===== config.mk =====
export PLATFORM = sky130hd
export DESIGN_NAME = frame_commit_flat
export DESIGN_NICKNAME = d
export VERILOG_FILES = /design/src/rtl/frame_commit_if.sv /design/src/rtl/frame_commit.sv /design/src/flat_wrapper.sv
export SDC_FILE = /design/constraint.sdc
export NUM_CORES = 2
export LEC_CHECK = 0
export BUFFER_PORTS_ARGS = -buffer_cell sky130_fd_sc_hd__buf_2
export CAP_MARGIN = 20
export CORE_ASPECT_RATIO = 0.8
export CORE_UTILIZATION = 55
export CTS_CLUSTER_SIZE = 14
export DETAILED_ROUTE_END_ITERATION = 8
export PLACE_DENSITY = 0.69
export SYNTH_ARGS = -nofsm -noshare
export SYNTH_HDL_FRONTEND = slang
export SYNTH_SLANG_ARGS = --single-unit

===== constraint.sdc =====
create_clock -name clk_i -period 6.1 [get_ports clk_i]
set_input_delay 0.61 -clock clk_i [delete_from_list [all_inputs] [get_ports clk_i]]
set_output_delay 0.61 -clock clk_i [all_outputs]
set_load 0.02 [all_outputs]

===== src/rtl/frame_commit_if.sv =====
// Frame-gating stream bundle: RMII-side aggregated words and verdict in, committed stream out.
interface frame_commit_if;
  logic        frame_active;
  logic        axiiv;
  logic [31:0] axiid;
  logic        done;
  logic        kill;
  logic        axiov;
  logic [31:0] axiod;
  logic        axiolast;
  logic        axioready;

  modport master (
    output frame_active, axiiv, axiid, done, kill, axioready,
    input  axiov, axiod, axiolast
  );

  modport slave (
    input  frame_active, axiiv, axiid, done, kill, axioready,
    output axiov, axiod, axiolast
  );
endinterface


===== src/rtl/frame_commit.sv =====
// Buffers each received frame and releases it downstream only after a passing checksum verdict;
// failed, overflowed, timed-out or superseded frames are rewound out of the buffer.
module frame_commit #(
  parameter int unsigned DEPTH   = 64,
  parameter int unsigned LENQ    = 4,
  parameter int unsigned TIMEOUT = 4096
) (
  input  logic              clk_i,
  input  logic              rst_i,
  frame_commit_if.slave     bus,
  output logic [15:0]       ok_count_o,
  output logic [15:0]       drop_count_o
);
  localparam int unsigned AW = $clog2(DEPTH);
  localparam int unsigned PW = AW + 1;
  localparam int unsigned QW = (LENQ > 1) ? $clog2(LENQ) : 1;
  localparam int unsigned CW = $clog2(LENQ + 1);
  localparam int unsigned TW = $clog2(TIMEOUT + 1);

  typedef enum logic [1:0] {StIdle, StRecv, StWait} state_e;
  state_e state_q, state_d;

  logic [31:0]   mem_q [DEPTH];
  logic [PW-1:0] wr_q, wrs_q, commit_q, rd_q, len_q;
  logic          ovf_q, fa_q;
  logic [TW-1:0] tmo_q;
  logic [PW-1:0] lenq_q [LENQ];
  logic [QW-1:0] qhead_q, qtail_q;
  logic [CW-1:0] qcnt_q;
  logic [15:0]   ok_q, drop_q;

  logic          rise, fall, wr_try, wr_en, ovf_now, verdict, commit, wait_idle;
  logic          restart, tmo_hit, drop, start, xfer, pop, avail;
  logic [PW-1:0] used, len_now, wr_now, wr_next, head_rem;

  always_ff @(posedge clk_i) begin
    if (rst_i) state_q <= StIdle;
    else       state_q <= state_d;
  end

  always_comb begin
    state_d = state_q;
    case (state_q)
      StIdle: if (start) state_d = StRecv;
      StRecv: begin
        if (verdict)   state_d = start ? StRecv : StIdle;
        else if (fall) state_d = StWait;
      end
      StWait: begin
        if (verdict)      state_d = start ? StRecv : StIdle;
        else if (restart) state_d = StRecv;
        else if (tmo_hit) state_d = StIdle;
      end
      default: state_d = StIdle;
    endcase
  end

  always_comb begin
    rise      = bus.frame_active & ~fa_q;
    fall      = ~bus.frame_active & fa_q;
    used      = wr_q - rd_q;
    wr_try    = (state_q == StRecv) & bus.axiiv;
    wr_en     = wr_try & (used < PW'(DEPTH));
    ovf_now   = ovf_q | (wr_try & ~wr_en);
    len_now   = len_q + PW'(wr_en);
    wr_now    = wr_q + PW'(wr_en);
    // The verdict sees the word written in the same cycle.
    verdict   = (state_q != StIdle) & bus.done;
    commit    = verdict & ~bus.kill & ~ovf_now & (len_now != '0) & (qcnt_q != CW'(LENQ));
    wait_idle = (state_q == StWait) & ~bus.done;
    restart   = wait_idle & rise;
    tmo_hit   = wait_idle & ~rise & (tmo_q == TW'(TIMEOUT - 1));
    drop      = (verdict & ~commit) | restart | tmo_hit;
    start     = rise & ((state_q == StIdle) | verdict | restart);
    wr_next   = drop ? wrs_q : wr_now;
  end

  // commit_q bounds reads so uncommitted words are never visible.
  always_comb begin
    avail         = (qcnt_q != '0) & (rd_q != commit_q);
    head_rem      = lenq_q[qhead_q];
    bus.axiov     = ~rst_i & avail;
    bus.axiod     = bus.axiov ? mem_q[rd_q[AW-1:0]] : 32'h0;
    bus.axiolast  = bus.axiov & (head_rem == PW'(1));
    xfer          = bus.axiov & bus.axioready;
    pop           = xfer & bus.axiolast;
  end

  always_ff @(posedge clk_i) begin
    if (wr_en) mem_q[wr_q[AW-1:0]] <= bus.axiid;
  end

  always_ff @(posedge clk_i) begin
    if (rst_i) begin
      fa_q     <= 1'b0;
      wr_q     <= '0;
      wrs_q    <= '0;
      commit_q <= '0;
      rd_q     <= '0;
      len_q    <= '0;
      ovf_q    <= 1'b0;
      tmo_q    <= '0;
      ok_q     <= '0;
      drop_q   <= '0;
    end else begin
      fa_q  <= bus.frame_active;
      wr_q  <= wr_next;
      if (start) wrs_q <= wr_next;
      len_q <= start ? '0 : len_now;
      ovf_q <= start ? 1'b0 : ovf_now;
      tmo_q <= wait_idle ? tmo_q + TW'(1) : '0;
      if (commit) commit_q <= wr_now;
      rd_q  <= rd_q + PW'(xfer);
      if (commit) ok_q <= ok_q + 16'd1;
      if (drop)   drop_q <= drop_q + 16'd1;
    end
  end

  always_ff @(posedge clk_i) begin
    if (rst_i) begin
      for (int i = 0; i < int'(LENQ); i++) lenq_q[i] <= '0;
      qhead_q <= '0;
      qtail_q <= '0;
      qcnt_q  <= '0;
    end else begin
      if (commit) begin
        lenq_q[qtail_q] <= len_now;
        qtail_q <= (qtail_q == QW'(LENQ - 1)) ? '0 : qtail_q + QW'(1);
      end
      if (xfer && !pop) lenq_q[qhead_q] <= head_rem - PW'(1);
      if (pop) qhead_q <= (qhead_q == QW'(LENQ - 1)) ? '0 : qhead_q + QW'(1);
      if (commit && !pop)      qcnt_q <= qcnt_q + CW'(1);
      else if (!commit && pop) qcnt_q <= qcnt_q - CW'(1);
    end
  end

  assign ok_count_o   = ok_q;
  assign drop_count_o = drop_q;
endmodule


===== src/flat_wrapper.sv =====
// flat-port wrapper written by rule: the top's interface ports become plain ports
module frame_commit_flat 
#(
  parameter int unsigned DEPTH   = 64,
  parameter int unsigned LENQ    = 4,
  parameter int unsigned TIMEOUT = 4096
)
  (clk_i, rst_i, ok_count_o, drop_count_o, bus_frame_active, bus_axiiv, bus_axiid, bus_done, bus_kill, bus_axioready, bus_axiov, bus_axiod, bus_axiolast);
  frame_commit_if bus_i ();
  input  logic clk_i;
  input  logic rst_i;
  output logic [15:0] ok_count_o;
  output logic [15:0] drop_count_o;
  input wire logic [$bits(bus_i.frame_active)-1:0] bus_frame_active;
  input wire logic [$bits(bus_i.axiiv)-1:0] bus_axiiv;
  input wire logic [$bits(bus_i.axiid)-1:0] bus_axiid;
  input wire logic [$bits(bus_i.done)-1:0] bus_done;
  input wire logic [$bits(bus_i.kill)-1:0] bus_kill;
  input wire logic [$bits(bus_i.axioready)-1:0] bus_axioready;
  output wire logic [$bits(bus_i.axiov)-1:0] bus_axiov;
  output wire logic [$bits(bus_i.axiod)-1:0] bus_axiod;
  output wire logic [$bits(bus_i.axiolast)-1:0] bus_axiolast;
  assign bus_i.frame_active = bus_frame_active;
  assign bus_i.axiiv = bus_axiiv;
  assign bus_i.axiid = bus_axiid;
  assign bus_i.done = bus_done;
  assign bus_i.kill = bus_kill;
  assign bus_i.axioready = bus_axioready;
  assign bus_axiov = bus_i.axiov;
  assign bus_axiod = bus_i.axiod;
  assign bus_axiolast = bus_i.axiolast;
  frame_commit #(.DEPTH(DEPTH), .LENQ(LENQ), .TIMEOUT(TIMEOUT)) u_core (.clk_i(clk_i), .rst_i(rst_i), .bus(bus_i), .ok_count_o(ok_count_o), .drop_count_o(drop_count_o));
endmodule

; Word-level counts from Yosys, hierarchy flattened
; Memory sizes are Yosys's and may differ from the RTL's. A register that Yosys moved wholly into a read port is not among the register bits.
; Cells that the tools add are included.
[word_totals]
ramBits = 2076
out_inout_bits = 66
word_cells = 124
in_bits = 39
n_memories = 2
ff_bits = 91
[mem_list]
columns = name, depth, word_bits, rd, rd_ports_with_merged_regs, wr, line_no
row1 = u_core.mem_q, 64, 32, 1, 1, 1, frame_commit.sv:23  ; logic [31:0] mem_q [DEPTH];
row2 = u_core.lenq_q, 4, 7, 1, 1, 4, frame_commit.sv:27  ; logic [PW-1:0] lenq_q [LENQ];
[classes]
n_lt_le_gt_ge = 1
add_sub_neg = 12
muxes = 33
n_eq_ne = 11
n_bitwise = 36
reduce_logical = 15
[ops]
columns = cell, count
row1 = 16-bit by 1-bit adder with 16-bit output (second input constant), 2
row2 = 32-bit two-way mux, 1
row3 = 2-bit two-way mux, 12
row4 = 7-bit by 1-bit adder with 7-bit output, 3
row5 = 1-bit AND, 21
row6 = 7-bit two-way mux, 3
row7 = 7-bit OR reduction, 2
row8 = 13-bit by 1-bit adder with 13-bit output (second input constant), 1
row9 = 13-bit by 12-bit == test with 1-bit output (second input constant), 1
row10 = 1-bit two-way mux, 13
row11 = 1-bit inverter, 10
row12 = 7-bit by 1-bit == test with 1-bit output (second input constant), 1
row13 = 7-bit < comparator (second input constant), 1
row14 = 7-bit inequality test, 1
row15 = 7-bit nonzero test, 1
row16 = 7-bit by 1-bit subtractor with 7-bit output (second input constant), 1
row17 = 7-bit subtractor, 1
row18 = 2-bit == test (second input constant), 3
row19 = 3-bit two-way mux, 2
row20 = 6-bit two-way mux, 1
row21 = 2-bit case mux with 3 select lines, 1
row22 = 1-bit bitwise OR, 5
row23 = 2-bit by 1-bit adder with 2-bit output (second input constant), 2
row24 = 4-bit by 1-bit inequality test with 1-bit output (second input constant), 1
row25 = other kinds (13), 18

; Depth between registers and ports, before layout
[depth]
word_depth = 15
ltp_mapped = 25
depth_no_buf = 21

; Worst setup path before layout
; OpenSTA, ideal clock, no wires.
[synth_path]
path_type = reg2reg
startpoint = register u_core.rd_q[3]
endpoint = register u_core.qcnt_q[2]
synth_period_minus_slack_ps = 5217
slack_ps = 883
path_buffers = 4
setup_time_ps = 70
arrival_ps = 5147
t_required_ps = 6030
path_stages_with_launch = 26
path_cell_list = dfxtp_1 > clkbuf_1 > clkbuf_1 > clkbuf_1 > inv_1 > ha_1 > a21oi_1 > o21ai_0 > a21oi_1 > xor2_1 > nor2_1 > ha_1 > ha_1 > nand2_1 > nor4_1 > o311a_1 > nor2_2 > nand2_1 > inv_2 > clkbuf_1 > ha_1 > inv_1 > fa_1 > xor2_1 > or3_1 > a21oi_1
[synth_between]
elab_chain_len = 13
elab_cells_between_ends = 24
cone_classes = add/sub (2) / order compare (1) / eq/ne (1) / mux (1) / bitwise (13) / reduce/logical (6)
[synth_lines]
columns = element, line_no
row1 = start: declaration, frame_commit.sv:24  ; logic [PW-1:0] wr_q, wrs_q, commit_q, rd_q, len_q;
row2 = start signal: assignment, frame_commit.sv:113  ; rd_q <= rd_q + PW'(xfer);
row3 = 7-bit subtractor *, frame_commit.sv:61  ; used = wr_q - rd_q;
row4 = 7-bit < comparator *, frame_commit.sv:63  ; wr_en = wr_try & (used < PW'(DEPTH));
row5 = 1-bit AND *, frame_commit.sv:63
row6 = branches (longest 5 deep; another with 7-bit by 1-bit adder with 7-bit output), --
row7 = 1-bit AND * (2 in series), frame_commit.sv:69  ; commit = verdict & ~bus.kill & ~ovf_now & (len_now != '0) & (qcnt_q != CW'(LENQ));
row8 = via u_core.commit, frame_commit.sv:32  ; logic rise, fall, wr_try, wr_en, ovf_now, verdict, commit, wait_idle;
row9 = 1-bit logical NOT, frame_commit.sv:133  ; else if (!commit && pop) qcnt_q <= qcnt_q - CW'(1);
row10 = 1-bit logical AND, frame_commit.sv:133
row11 = 2-bit nonzero test (no source line), --
row12 = end signal: assignment, frame_commit.sv:132  ; if (commit && !pop) qcnt_q <= qcnt_q + CW'(1);
row13 = end signal: assignment, frame_commit.sv:133
row14 = end: declaration, frame_commit.sv:29  ; logic [CW-1:0] qcnt_q;
; Mark *: on every way through the listed nets, which the timed path passes.
; A chain may end at the register's enable or synchronous reset.

; Worst setup path in the final report
[layout_path]
startpoint = register u_core.rd_q[1]
endpoint = output bus_axiod[7]
[layout_between]
elab_chain_len = 4
[layout_lines]
columns = element, line_no
row1 = 7-bit inequality test, frame_commit.sv:80  ; avail = (qcnt_q != '0) & (rd_q != commit_q);
row2 = 1-bit AND, frame_commit.sv:80
row3 = 1-bit AND, frame_commit.sv:82  ; bus.axiov = ~rst_i & avail;
row4 = 32-bit two-way mux, frame_commit.sv:83  ; bus.axiod = bus.axiov ? mem_q[rd_q[AW-1:0]] : 32'h0;
row5 = end: declaration, flat_wrapper.sv:21  ; output wire logic [$bits(bus_i.axiod)-1:0] bus_axiod;
; No other way between the ends.

==> parameters.txt <==
Parameter                              Value

Setup path
  Endpoint required time on the critical path ... 5.49 ns
  Startpoint Class ... flop
  Chain of cells forming the critical path ... buf_12 > buf_4 > mux4_2 > mux4_2 > mux4_2 > nor2b_1 > buf_2
  Crit-path most repeated cell ... mux4_2
  Crit. End Element ... primary output
  CP max stage delay ... 0.88 ns
  Crit Path Max Fanout ... 145
  Library cell contributing the largest single delay on the critical path ... buf_4
  Worst Path Arrival ... 4.87 ns
  Critical path start-end classification ... flop to primary output

Synthesis
  Post-Syn Area per Cell ... 22.8 um2
  Share of Yosys cell area claimed by the top area cell type ... 0.741
  Number of enable-type register cells in the synthesized netlist ... 2076
  Combined area of all synthesized cells ... 84100 um2
  Async set-reset flop share out of synthesis ... 0
  Flip-flop and latch count after synthesis ... 2169
  Yosys warning count ... 0
  Most common flop cell mapped by yosys ... edfxtp_1
  Share of the yosys chip area belonging to registers ... 0.763
  Post-synthesis net count ... 3743
  Top cells by area, synth ... edfxtp_1 74%, mux4_2 18%, dfxtp_1 2.2%, nor2_1 0.58%, clkbuf_1 0.46%
  Dominant cell type by area after synthesis ... edfxtp_1
  Cells after Synth ... 3681
  Number of library cell types mapped by synthesis ... 60

Power
  Total power divided by cell area ... 303 nW/um2
  Total power ... 28.6 mW
  Switching Fraction ... 0.199
  Cell-internal power ... 22.9 mW
  Leakage power summed over all cells ... 28.6 nW
  Combinational power share ... 0.018
  Net Switching ... 5.67 mW
  Max rail drop VDD ... 0.241 mV
  Sequential share of power ... 0.573
  Clock power frac ... 0.409

STA
  Final setup violation count ... 0
  Summed negative setup slack over all endpoints ... 0 ns
  Final critical delay including setup and external delays ... 5.48 ns
  Worst slew margin ... 0.204
  RSZ-0062 raised after global routing ... no
  Slew of the pin with the lowest slew margin ... 1.19 ns
  Final hold violations ... 0
  Worst Slack Setup Final ... 0.621 ns
  Post-route fraction of the period consumed by the critical path ... 0.898
  Max Clk Rate ... 183 MHz
  Max Clock Skew ... 0.0274 ns
  Count of final max-slew check failures ... 0

Final layout
  Number of standard cells in the layout, taps in and fillers out ... 6094
  Area growth, synth to finish ... 12.2%
  Area of the multi-input gates ... 19500 um2
  Number of nets in the finished design ... 3995
  Final-layout fill cell count ... 9941
  Fraction of layout cells with a size suffix above 1 ... 0.306
  Utilization after layout ... 0.626
  Register area ... 64200 um2

Floorplanning
  Die area ... 155000 um2
  Effective utilization at floorplan ... 0.558
  Core area ... 151000 um2
  # IOs ... 105
  Floorplan die height ... 352 um
  Die boundary width ... 439 um
  Floorplan row count ... 127

Routing
  Drt via density ... 6.50
  Routed Antenna Nets ... 0
  Routed wire length per instance ... 32.2 um
  DRC ... 0
  Detailed router's first-iteration violation count ... 5314
  Via count of the routed design ... 39600
  Post-detailed-routing wire length ... 196000 um
  First-pass iteration count of the detailed router ... 5

Clocking
  Clock sink count ... 2169
  Clock tree from TritonCTS ... yes
  Post-CTS Hold Fix Bufs ... 0
  CTS Buffer Depth ... 3
  Num CTS Buffers ... 199
  Worst skew pair latency ... 0.83 ns
  Post-CTS setup-driven buffer insertion count ... 0
  Clk slew on worst S/H paths ... 0.06 ns
  Root cell of the clock tree ... clkbuf_16
  H-tree levels ... 4
  CTS-repair resized insts ... 0

Worst hold path
  Class of the tightest hold or removal check ... primary input to flop

Global routing
  Total GRT Usage ... 0.257
  Antenna violations before repair ... 19
  GRT Residual Overflow ... 0
  Global routing's busiest layer ... met2
  Routing usage on met3 ... 0.0628
  Met2 demand-to-capacity share in global routing ... 0.386
  Met1 track demand over resource ... 0.384
  Via count of the first global-routing pass ... 39000
  Wire length of the first global-routing pass ... 280000 um
  Maximum number of pins on one net before global-route repair ... 146

Placement
  # port buffers ... 104
  Post-placement worst setup slack ... 0.942 ns
  HPWL Detailed ... 109000 um
  Post-Place Cells ... 5702
  Final estimated routing congestion in global placement ... 0.818

Status
  Run status ... completed

Flow run
  Max capacitance violation total ... 0
-- synth_stat cells (6+ instances only) --
library cell / n
edfxtp_1: 2076
mux4_2: 679
nor2_1: 130
clkbuf_1: 104
dfxtp_1: 93
nand2_1: 57
buf_2: 54
nor2b_1: 51
a21oi_1: 43
nand3_1: 35
buf_1: 28
nand4_1: 28
o21ai_1: 27
xnor2_1: 24
xor2_1: 24
ha_1: 22
inv_1: 20
and3_1: 18
o21ai_0: 17
nor3_1: 14
a211oi_1: 12
or3_1: 10
mux2_1: 8
o211ai_1: 8
or4_1: 8
nand3b_1: 7
and2_1: 6
nor4_1: 6
o31ai_1: 6
-- layout make-up --
class / instances / area share
clock buffers: 268 / 0.0566
inverters: 23 / 0.000994
well taps: 1999 / 0.0265
diodes: 6 / 0.000159
flip-flops and latches: 2169 / 0.680
multi-input cells: 1294 / 0.206
clock inverters: 89 / 0.00676
repair buffers: 246 / 0.0224
-- worst max-delay path, delay by kind of cell (launching register included) --
kind,cells,cell delay (ns)
buffers and inverters,3,1.54
flip-flops,1,0.57
multiplexers,3,1.50
AND/OR/NAND/NOR,1,0.15
-- sequential cells by signal (all words and copies together), names as in the netlist, named ones only --
register / flops
u_core.ovf_q: 1
u_core.wr_q: 7
u_core.qhead_q: 2
u_core.commit_q: 7
u_core.tmo_q: 13
u_core.qtail_q: 2
u_core.qcnt_q: 3
u_core.len_q: 7
u_core.fa_q: 1
u_core.ok_count_o: 16
u_core.state_q: 2
u_core.wrs_q: 7
u_core.lenq_q: 28
u_core.drop_count_o: 16
u_core.rd_q: 7
u_core.mem_q: 2048
-- kinds of logic (layout without fill, tap and decap cells) --
kind of cell    count (synthesis)  after routing  synth area share
buf+inv                       218            626            0.0111
flops                        2169           2169             0.763
simple gates                  394            394            0.0236
compound gates                137            137           0.00995
other cells                     0              6                 0
mux                           692            692             0.183
fa+ha+maj                      23             23           0.00351
xor+xnor                       48             48           0.00500
-- power groups by stage --
| stage | Sequential (mW) | Clock [mW] | Combinational (mW) |
|---|---|---|---|
| after detailed placement | 16.7 | 0 | 0.472 |
| final | 16.4 | 11.7 | 0.526 |
| after global routing | 16.4 | 12.4 | 0.559 |
| after floorplan | 16.7 | 0 | 0.159 |
| after global placement | 16.7 | 0 | 0.457 |
| after CTS | 16.4 | 11.8 | 0.472 |
-- cells in the final DEF, fill, tap and decap left out, drive strengths merged, types with 29 or more instances in the layout --
master and n:
edfxtp 2076, mux4 679, clkbuf 268, buf 246
nor2 131, dfxtp 93, clkinv 74, nand2 57
nor2b 51, o21ai 44, a21oi 43, nand3 35
inv 29
-- per-layer routing --
metal | part of all wire | vias to the layer above
met5 | 0.00013 | -
met4 | 0.020 | 4
met3 | 0.11 | 252
met2 | 0.47 | 1991
met1 | 0.41 | 21200
li1 | - | 16200
-- worst paths after layout --
check                                                     start                              end  slack (ns)  cells past startpoint
worst max-delay path                  u_core.rd_q[1]$_SDFF_PP0_                     bus_axiod[7]        0.62                      7
worst min-delay path                           bus_frame_active           u_core.fa_q$_SDFF_PP0_        0.05                      2
worst max register to register        u_core.rd_q[2]$_SDFF_PP0_    u_core.qcnt_q[2]$_SDFFE_PP0P_        0.92                     21
worst min register to register  u_core.commit_q[0]$_SDFFE_PP0P_  u_core.commit_q[0]$_SDFFE_PP0P_        0.47                      2
-- stage by stage --
step	area, um2	hold slack [ns]
5_1_grt	94400	0.0420
4_1_cts	93800	0.00472
3_3_place_gp	87800	0.460
6_report	94400	0.0525
2_1_floorplan	84100	0.449
3_5_place_dp	87800	0.464
No activity file was read; power rests on OpenSTA's default activity.
